## config.mk

```make
export PLATFORM = sky130hd
export DESIGN_NAME = pmips_pipe_core
export DESIGN_NICKNAME = d
export VERILOG_FILES = /design/src/rtl/pmips_pipe_core.sv
export SDC_FILE = /design/constraint.sdc
export NUM_CORES = 1
export LEC_CHECK = 0
export CAP_MARGIN = 10
export CORE_MARGIN = 2
export CORE_UTILIZATION = 55
export CTS_BUF_LIST = sky130_fd_sc_hd__clkbuf_8
export CTS_CLUSTER_SIZE = 25
export DETAILED_ROUTE_END_ITERATION = 7
export PLACE_DENSITY = 0.8
export SLEW_MARGIN = 30
export SYNTH_ARGS = -nofsm -noshare
export SYNTH_HDL_FRONTEND = slang
export SYNTH_SLANG_ARGS = --single-unit
```

## constraint.sdc

```tcl
create_clock -name clock -period 5.2 [get_ports clock]
set_clock_uncertainty 0.1 [all_clocks]
set_input_delay 1.04 -clock clock [delete_from_list [all_inputs] [get_ports clock]]
set_output_delay 1.04 -clock clock [all_outputs]
set_load 0.1 [all_outputs]
```

## src/rtl/pmips_pipe_core.sv

```systemverilog
// pmips_pipe_core: 5-stage (IF/ID/EX/MEM/WB) pipelined PMIPS core.
// Contains the register file, an EX-stage ALU, the load-use interlock and the
// taken-branch flush.
// Configuration macro: PMIPS_FWD_EN. When it is defined, EX/MEM and MEM/WB
// results are forwarded into EX. When it is undefined, ID stalls until the
// producer has reached WB; the regfile write-through covers that case.
// Ports:
//   clock, reset        rising-edge clock, async active-low reset
//   imemaddr/imemrdata  instruction fetch address (= PC) / instruction word
//   dmemaddr/dmemwdata  MEM-stage address / store data
//   dmemwrite/dmemread  MEM-stage store / load enables; dmemrdata is the load data
//   aluresult           EX-stage ALU output (combinational debug tap)
//   retire              a non-bubble instruction is in WB
module pmips_pipe_core #(
  parameter  int unsigned DATA_W  = 16,
  parameter  int unsigned RAW     = 3,
  parameter  int unsigned IMM_W   = 7,
  localparam int unsigned INSTR_W = 4 + 2*RAW + IMM_W
) (
  input  logic               clock,
  input  logic               reset,
  output logic [DATA_W-1:0]  imemaddr,
  input  logic [INSTR_W-1:0] imemrdata,
  output logic [DATA_W-1:0]  dmemaddr,
  output logic [DATA_W-1:0]  dmemwdata,
  output logic               dmemwrite,
  output logic               dmemread,
  input  logic [DATA_W-1:0]  dmemrdata,
  output logic [DATA_W-1:0]  aluresult,
  output logic               retire
);
  localparam int unsigned NREG = 1 << RAW;
  localparam logic [3:0] OP_ADD = 4'd0, OP_SUB = 4'd1, OP_AND = 4'd2, OP_OR  = 4'd3;
  localparam logic [3:0] OP_SLT = 4'd4, OP_ADDI = 4'd5, OP_LW = 4'd6, OP_SW = 4'd7;
  localparam logic [3:0] OP_BEQ = 4'd8, OP_JMP = 4'd9, OP_NOP = 4'hF;
  localparam logic [INSTR_W-1:0] INSTR_NOP = {OP_NOP, (INSTR_W-4)'(0)};

  logic [DATA_W-1:0]  pc_q, pc_d;
  logic               ifid_valid_q, ifid_valid_d;
  logic [INSTR_W-1:0] ifid_instr_q, ifid_instr_d;
  logic [DATA_W-1:0]  ifid_pcp2_q, ifid_pcp2_d;
  logic               idex_valid_q, idex_valid_d, idex_wen_q, idex_wen_d;
  logic [3:0]         idex_op_q, idex_op_d;
  logic [RAW-1:0]     idex_dst_q, idex_dst_d;
  logic [DATA_W-1:0]  idex_a_q, idex_a_d, idex_b_q, idex_b_d;
  logic [DATA_W-1:0]  idex_imm_q, idex_imm_d, idex_pcp2_q, idex_pcp2_d;
`ifdef PMIPS_FWD_EN
  logic [RAW-1:0]     idex_rs_q, idex_rs_d, idex_rt_q, idex_rt_d;
`endif
  logic               exmem_valid_q, exmem_valid_d, exmem_wen_q, exmem_wen_d;
  logic               exmem_memw_q, exmem_memw_d, exmem_memr_q, exmem_memr_d;
  logic [RAW-1:0]     exmem_dst_q, exmem_dst_d;
  logic [DATA_W-1:0]  exmem_res_q, exmem_res_d, exmem_wdata_q, exmem_wdata_d;
  logic               memwb_valid_q, memwb_valid_d, memwb_wen_q, memwb_wen_d;
  logic [RAW-1:0]     memwb_dst_q, memwb_dst_d;
  logic [DATA_W-1:0]  memwb_val_q, memwb_val_d;
  logic [DATA_W-1:0]  rf_q [NREG];
  logic [DATA_W-1:0]  rf_d [NREG];

  logic [3:0]         id_op;
  logic [RAW-1:0]     id_rs, id_rt, id_dst;
  logic [IMM_W-1:0]   id_imm;
  logic [DATA_W-1:0]  id_a, id_b;
  logic               id_wen, hz_ex, stall;
  logic [DATA_W-1:0]  ex_a, ex_b, ex_alu, ex_target;
  logic               ex_taken;

  // Register file: WB write, R0 hard-wired to zero.
  always_comb begin
    rf_d = rf_q;
    if (memwb_wen_q && memwb_dst_q != '0) rf_d[memwb_dst_q] = memwb_val_q;
  end

  // ID decode, register read with write-through from WB, interlock.
  always_comb begin
    id_op  = ifid_instr_q[INSTR_W-1 -: 4];
    id_rs  = ifid_instr_q[INSTR_W-5 -: RAW];
    id_rt  = ifid_instr_q[INSTR_W-5-RAW -: RAW];
    id_imm = ifid_instr_q[IMM_W-1:0];
    id_wen = (id_op <= OP_LW);
    id_dst = (id_op <= OP_SLT) ? id_imm[IMM_W-1 -: RAW] : id_rt;
    id_a   = (memwb_wen_q && memwb_dst_q != '0 && memwb_dst_q == id_rs) ? memwb_val_q : rf_q[id_rs];
    id_b   = (memwb_wen_q && memwb_dst_q != '0 && memwb_dst_q == id_rt) ? memwb_val_q : rf_q[id_rt];
    hz_ex  = idex_wen_q && idex_dst_q != '0 && (idex_dst_q == id_rs || idex_dst_q == id_rt);
`ifdef PMIPS_FWD_EN
    stall  = ifid_valid_q && hz_ex && (idex_op_q == OP_LW);
`else
    // Without forwarding, wait until the producer has left MEM.
    stall  = ifid_valid_q && (hz_ex || (exmem_wen_q && exmem_dst_q != '0 &&
             (exmem_dst_q == id_rs || exmem_dst_q == id_rt)));
`endif
  end

  // EX operand selection: EX/MEM has priority over MEM/WB.
  always_comb begin
    ex_a = idex_a_q;
    ex_b = idex_b_q;
`ifdef PMIPS_FWD_EN
    if (exmem_wen_q && exmem_dst_q != '0 && exmem_dst_q == idex_rs_q) ex_a = exmem_res_q;
    else if (memwb_wen_q && memwb_dst_q != '0 && memwb_dst_q == idex_rs_q) ex_a = memwb_val_q;
    if (exmem_wen_q && exmem_dst_q != '0 && exmem_dst_q == idex_rt_q) ex_b = exmem_res_q;
    else if (memwb_wen_q && memwb_dst_q != '0 && memwb_dst_q == idex_rt_q) ex_b = memwb_val_q;
`endif
  end

  // EX ALU and branch resolution.
  always_comb begin
    ex_alu = '0;
    case (idex_op_q)
      OP_ADD:                 ex_alu = ex_a + ex_b;
      OP_SUB:                 ex_alu = ex_a - ex_b;
      OP_AND:                 ex_alu = ex_a & ex_b;
      OP_OR:                  ex_alu = ex_a | ex_b;
      OP_SLT:                 ex_alu = DATA_W'($signed(ex_a) < $signed(ex_b));
      OP_ADDI, OP_LW, OP_SW:  ex_alu = ex_a + idex_imm_q;
      default:                ex_alu = '0;
    endcase
    ex_taken  = idex_valid_q && (idex_op_q == OP_JMP || (idex_op_q == OP_BEQ && ex_a == ex_b));
    ex_target = (idex_pcp2_q + (idex_imm_q << 1)) & ~DATA_W'(1);
  end

  // Pipeline advance; a taken branch overrides a stall.
  always_comb begin
    pc_d          = pc_q + DATA_W'(2);
    ifid_valid_d  = 1'b1;
    ifid_instr_d  = imemrdata;
    ifid_pcp2_d   = pc_q + DATA_W'(2);
    idex_valid_d  = ifid_valid_q;
    idex_wen_d    = ifid_valid_q && id_wen;
    idex_op_d     = id_op;
    idex_dst_d    = id_dst;
    idex_a_d      = id_a;
    idex_b_d      = id_b;
    idex_imm_d    = {{(DATA_W-IMM_W){id_imm[IMM_W-1]}}, id_imm};
    idex_pcp2_d   = ifid_pcp2_q;
`ifdef PMIPS_FWD_EN
    idex_rs_d     = id_rs;
    idex_rt_d     = id_rt;
`endif
    if (ex_taken || stall) begin
      idex_valid_d = 1'b0;
      idex_wen_d   = 1'b0;
      idex_op_d    = OP_NOP;
    end
    if (ex_taken) begin
      pc_d         = ex_target;
      ifid_valid_d = 1'b0;
      ifid_instr_d = INSTR_NOP;
    end else if (stall) begin
      pc_d         = pc_q;
      ifid_valid_d = ifid_valid_q;
      ifid_instr_d = ifid_instr_q;
      ifid_pcp2_d  = ifid_pcp2_q;
    end
    exmem_valid_d = idex_valid_q;
    exmem_wen_d   = idex_wen_q;
    exmem_dst_d   = idex_dst_q;
    exmem_res_d   = ex_alu;
    exmem_wdata_d = ex_b;
    exmem_memw_d  = idex_valid_q && (idex_op_q == OP_SW);
    exmem_memr_d  = idex_valid_q && (idex_op_q == OP_LW);
    memwb_valid_d = exmem_valid_q;
    memwb_wen_d   = exmem_wen_q;
    memwb_dst_d   = exmem_dst_q;
    memwb_val_d   = exmem_memr_q ? dmemrdata : exmem_res_q;
  end

  // State registers; reset empties every stage and clears the register file.
  always_ff @(posedge clock or negedge reset) begin
    if (!reset) begin
      pc_q <= '0;
      ifid_valid_q <= 1'b0; ifid_instr_q <= INSTR_NOP; ifid_pcp2_q <= '0;
      idex_valid_q <= 1'b0; idex_wen_q <= 1'b0; idex_op_q <= OP_NOP; idex_dst_q <= '0;
      idex_a_q <= '0; idex_b_q <= '0; idex_imm_q <= '0; idex_pcp2_q <= '0;
`ifdef PMIPS_FWD_EN
      idex_rs_q <= '0; idex_rt_q <= '0;
`endif
      exmem_valid_q <= 1'b0; exmem_wen_q <= 1'b0; exmem_memw_q <= 1'b0; exmem_memr_q <= 1'b0;
      exmem_dst_q <= '0; exmem_res_q <= '0; exmem_wdata_q <= '0;
      memwb_valid_q <= 1'b0; memwb_wen_q <= 1'b0; memwb_dst_q <= '0; memwb_val_q <= '0;
      for (int i = 0; i < int'(NREG); i++) rf_q[i] <= '0;
    end else begin
      pc_q <= pc_d;
      ifid_valid_q <= ifid_valid_d; ifid_instr_q <= ifid_instr_d; ifid_pcp2_q <= ifid_pcp2_d;
      idex_valid_q <= idex_valid_d; idex_wen_q <= idex_wen_d; idex_op_q <= idex_op_d;
      idex_dst_q <= idex_dst_d; idex_a_q <= idex_a_d; idex_b_q <= idex_b_d;
      idex_imm_q <= idex_imm_d; idex_pcp2_q <= idex_pcp2_d;
`ifdef PMIPS_FWD_EN
      idex_rs_q <= idex_rs_d; idex_rt_q <= idex_rt_d;
`endif
      exmem_valid_q <= exmem_valid_d; exmem_wen_q <= exmem_wen_d; exmem_memw_q <= exmem_memw_d;
      exmem_memr_q <= exmem_memr_d; exmem_dst_q <= exmem_dst_d; exmem_res_q <= exmem_res_d;
      exmem_wdata_q <= exmem_wdata_d;
      memwb_valid_q <= memwb_valid_d; memwb_wen_q <= memwb_wen_d; memwb_dst_q <= memwb_dst_d;
      memwb_val_q <= memwb_val_d;
      for (int i = 0; i < int'(NREG); i++) rf_q[i] <= rf_d[i];
    end
  end

  assign imemaddr  = pc_q;
  assign dmemaddr  = exmem_res_q;
  assign dmemwdata = exmem_wdata_q;
  assign dmemwrite = exmem_memw_q;
  assign dmemread  = exmem_memr_q;
  assign aluresult = ex_alu;
  assign retire    = memwb_valid_q;

endmodule

```

== Word-level counts from Yosys, hierarchy flattened ==
Cells that the tools add are included.
Word-level totals
  register bits: 302
  input bits: 35
  output and inout bits: 67
  logic and storage cells: 113
Operators by class
  add/sub/neg operators: 5
  order comparisons: 7
  equal/unequal tests: 17
  muxes and demuxes: 24
  bitwise logic cells: 5
  reductions and logical operators: 24
Operator list (count)
  $mux 16: 11
  $bwmux 128: 1
  $bmux 16 s3: 2
  $pmux 16 s6: 1
  $add 16x16->16: 3
  $demux 16 s3: 1
  $mux 17: 2
  $eq 3x3->1: 6
  $add 16x2->16 const B: 1
  $and 16x16->16: 1
  $eq 16x16->1: 1
  $eq 4x3->1 const B: 4
  $lt 16x16->1: 1
  $or 16x16->16: 1
  $sub 16x16->16: 1
  $logic_and 1x1->1: 14
  $ge 4x4->1 const B: 3
  $not 3->4: 3
  $reduce_bool 3->1: 3
  $eq 4x2->1 const B: 2
  $eq 4x4->1 const B: 2
  $le 4x3->1 const B: 2
  $logic_or 1x1->1: 5
  $eq 4x1->1 const B: 1
  other kinds (7): 10

== Logic depth before layout (Yosys ltp) ==
  depth after elaboration: 7
  mapped depth: 14
  gate-level depth less buffers: 12

== Least setup slack after synthesis ==
No wires, ideal clock.
  kind: register -> output
  start: register idex_op_q[2]
  end: output aluresult[10]
  arrival time: 4.945 ns
  data required time: 4.060 ns
  path slack: -0.885 ns
  cell stages (with the launch flop): 13
  buffers on the path: 2
  path through: dfstp_2 -> buf_2 -> or3b_1 -> buf_6 -> mux2_2 -> ha_1 -> fa_1 -> a211oi_1 -> o211ai_1 -> nand2_1 -> o21ai_0 -> xnor2_1 -> o21ai_0
Between the ends
  word-level cells in the longest chain between the ends: 3
  elaborated cells between the ends (all ways): 10
  classes of those cells: 7 x eq/ne; 1 x mux; 2 x reduce/logical
Ends and longest elaborated chain
  start: declaration: line 43  | logic [3:0] idex_op_q, idex_op_d;
  start signal: assignment: line 185  | idex_valid_q <= idex_valid_d; idex_wen_q <= idex_wen_d; idex_op_q <= idex_op_d;
  $eq 4x3->1: line 109  | case (idex_op_q)
  $reduce_or 3->1: line 109
  $pmux 16 s6 *: line 109
  end: declaration: line 29  | output logic [DATA_W-1:0] aluresult,
Every way passes the cells marked *; elsewhere a longest branch is shown, timed or not.

== Worst setup path after layout ==
  start: register idex_op_q[0]
  end: output aluresult[15]
Same word-level chain as after synthesis.

==> flow_metrics.tcl <==
set metrics [dict create \
    outcome "finished clean" \
    cp.required_ns 4.06 \
    max_slew.worst_pin.slew_ns 1.003 \
    dr.pass1.iters 5 \
    grt_max_degree 118 \
    period_share 0.9842 \
    cp-end-kind "primary output" \
    cts_buffers 49 \
    fin_tns_setup_ns 0 \
    htree_levels 2 \
    diodes 0 \
    io_buffers 100 \
    grt_usage 0.2660 \
    area_delta_synth_final_pct 18.70 \
    worst_setup_path_start_kind "flip-flop" \
    synth-main-ff-cell "dfrtp_1" \
    ys_seq_area_frac 0.4702 \
    synthArstFlopShare 1.000 \
    cts.sinks 299 \
    fillers 2049 \
    syn_inst 1296 \
    coreArea_mm2 0.02863 \
    rows 62 \
    grt-ovfl-total 0 \
    grt_pass1_wl_um 62960 \
    io_pins 102 \
    drtAntennaViolNets 0 \
    hpwl_um 26900 \
    drc_errors 0 \
    grt_pass1_vias 11340 \
    min_path_type "primary input to asynchronous set/reset pin" \
    max-vdd-ir-drop_v 0.0003622 \
    clock.fmax_ghz 0.1954 \
    cts_tree "done" \
    rsz0062_at_grt "true" \
    power.leakage_nw 8.743 \
    hold_slack_ns 0.2295 \
    maxCapViolCount 0 \
    hold_viol 0 \
    gp_congestion 0.8926 \
    finalSetupViolations 0 \
    synth.most_common_cell "dfrtp_1" \
    yosysUniqueCellTypes 72 \
    die_area_mm2 0.03035 \
    start_util 0.5567 \
    chipWidth_um 174.2 \
    synth_nets 1416 \
    synth_edf_count 0 \
    powerDensity_mw_per_mm2 697.2 \
    vias_per_cell 5.918 \
    netlist_top_cells_area "dfrtp_1 (46%), mux2_2 (9.7%), mux4_2 (9.0%)" \
    vias 10860 \
    layout.nets 1531 \
    path_class "flip-flop to primary output" \
    syn_area_mm2 0.01594 \
    regArea_mm2 0.007495 \
    slew_viol_final 0 \
    clock_latency_ns 0.60 \
    synth_seq_cells 299 \
    cts_buffer_depth 3 \
    fp.dieH_um 174.2 \
    cts-root-buf "clkbuf_8" \
    multiInputGateArea_mm2 0.008110 \
    first_iter_violations 683 \
    arrival_ns 3.98 \
    period_needed_ns 5.118 \
    hold_buffers 0 \
    yosys_warnings 0 \
    drive_gt1_frac 0.2784 \
    clkTransAtPathRegs_ns 0.06 \
    synth_top_area_frac 0.4570 \
    relSlewSlack 0.3293 \
    antenna_found_initial 1 \
    synth_commonest_cells "dfrtp_1 (291), mux2_2 (137), nor2_1 (103)" \
    crit_fanout 6 \
    drt_wl_total_um 39570 \
    wl_per_cell_um 21.56 \
    synth_area_per_cell_um2 12.30 \
    yosysTopAreaCell "dfrtp_1" \
]
## path summary, 6_finish.rpt
| path | from | endpoint | slack (ns) | cells past startpoint |
|---|---|---|---|---|
| max in group asynchronous | reset | ifid_instr_q[13]$_DFFE_PN1P_ | 3.49 | 3 |
| min | reset | rf_q[76]$_DFFE_PN0P_ | 0.23 | 1 |
| max | idex_op_q[0]$_DFF_PN1_ | aluresult[15] | 0.08 | 16 |
| min in group clock | idex_pcp2_d[7]$_DFFE_PN0P_ | idex_pcp2_q[7]$_DFF_PN0_ | 0.27 | 0 |
| max reg2reg | idex_op_q[0]$_DFF_PN1_ | dmemaddr[12]$_DFF_PN0_ | 1.60 | 14 |
| min reg2reg | idex_pcp2_d[7]$_DFFE_PN0P_ | idex_pcp2_q[7]$_DFF_PN0_ | 0.27 | 0 |
## report_power, final
group / internal (W) / switching [W] / leakage [nW]
sequential: 0.00318 / 0.000984 / 3.92
clock: 0.00131 / 0.000975 / 0.630
combinational: 0.00275 / 0.00399 / 4.19
total: 0.00724 / 0.00595 / 8.74
## layer usage
| layer | vias to the layer above | GRT usage | routed length, um |
|---|---|---|---|
| met5 | - | 0 | 0 |
| met4 | 0 | 0.09349 | 1220 |
| met3 | 95 | 0.05009 | 2552 |
| met2 | 334 | 0.4322 | 19080 |
| met1 | 5522 | 0.3610 | 16720 |
| li1 | 4908 | - | - |
## state kept, by name, summed over array words and instances, names as in the netlist, 3 cells and up
| name | flops |
|---|---|
| rf_q | 128 |
| ifid_instr_q | 17 |
| dmemaddr | 16 |
| dmemwdata | 16 |
| ex_a | 16 |
| ex_b | 16 |
| memwb_val_q | 16 |
| idex_pcp2_d | 15 |
| idex_pcp2_q | 15 |
| imemaddr | 15 |
| idex_imm_q | 7 |
| idex_op_q | 4 |
| exmem_dst_d | 3 |
| exmem_dst_q | 3 |
| memwb_dst_q | 3 |
## logic make-up (layout without fill, tap and decap cells)
group,count (synthesis),in the layout,share of synthesized area
AOI/OAI and AO/OA,217,217,0.08763
xor gates and xnor gates,80,80,0.04444
adders and majority gates,85,85,0.06815
buffers and inverters,130,285,0.03737
DFF,299,299,0.4702
muxes,255,255,0.2215
other,1,1,0.0002353
and+or+nand+nor,229,229,0.07051
## cell type report
cell class	count	area share
clock inverter	27	0.01250
tap	384	0.02540
sequential	299	0.3962
clock buffer	64	0.04657
timing repair buffer	143	0.08030
inverter	51	0.01025
multi-input combinational	867	0.4288
## layout by cell type, fill, tap and decap left out, types with 40 or more instances in the layout
master and count:
nor2_1 103, xnor2_1 44, ha_1 73, mux2_2 137, inv_1 64, mux2i_1 53
nand2_1 40, clkbuf_8 64, a21oi_1 84, mux4_2 64, dfrtp_1 289, clkdlybuf4s50_1 83
## stage by stage
step | setup WS [ns] | util | cells | power (W) | instance area [um^2]
floorplan | -0.1142 | - | 1296 | 0.008914 | 15970
global placement | 0.2431 | 0.6079 | 1723 | 0.01043 | 17400
detailed placement | 0.1797 | 0.6079 | 1723 | 0.01064 | 17400
CTS | -0.001382 | 0.6515 | 1827 | 0.01306 | 18650
global route | -0.04664 | 0.6608 | 1835 | 0.01390 | 18920
finish | 0.08225 | 0.6608 | 1835 | 0.01319 | 18920
## repair_timing
item                                   in CTS  in global routing
gates cloned                                0                  0
setup buffers                              13                  7
setup endpoints to repair                   9                  7
gates resized for setup                     8                 28
pin swaps                                   5                 24
endpoints found under the hold margin       0                  0
## critical path, cell delays in order (launching register included)
cell and delay, ns:
dfstp_2 0.55, nor2_4 0.05, or3b_4 0.42, buf_12 0.15, buf_8 0.12, nor2_8 0.14, a21o_4 0.13, ha_4 0.20
a21oi_2 0.15, nor2_1 0.06, a211o_1 0.30, a211oi_2 0.31, o21ai_2 0.13, xnor2_1 0.15, o221ai_2 0.19, buf_6 0.17
buf_12 0.17
Power figures use the tool's default switching activity.
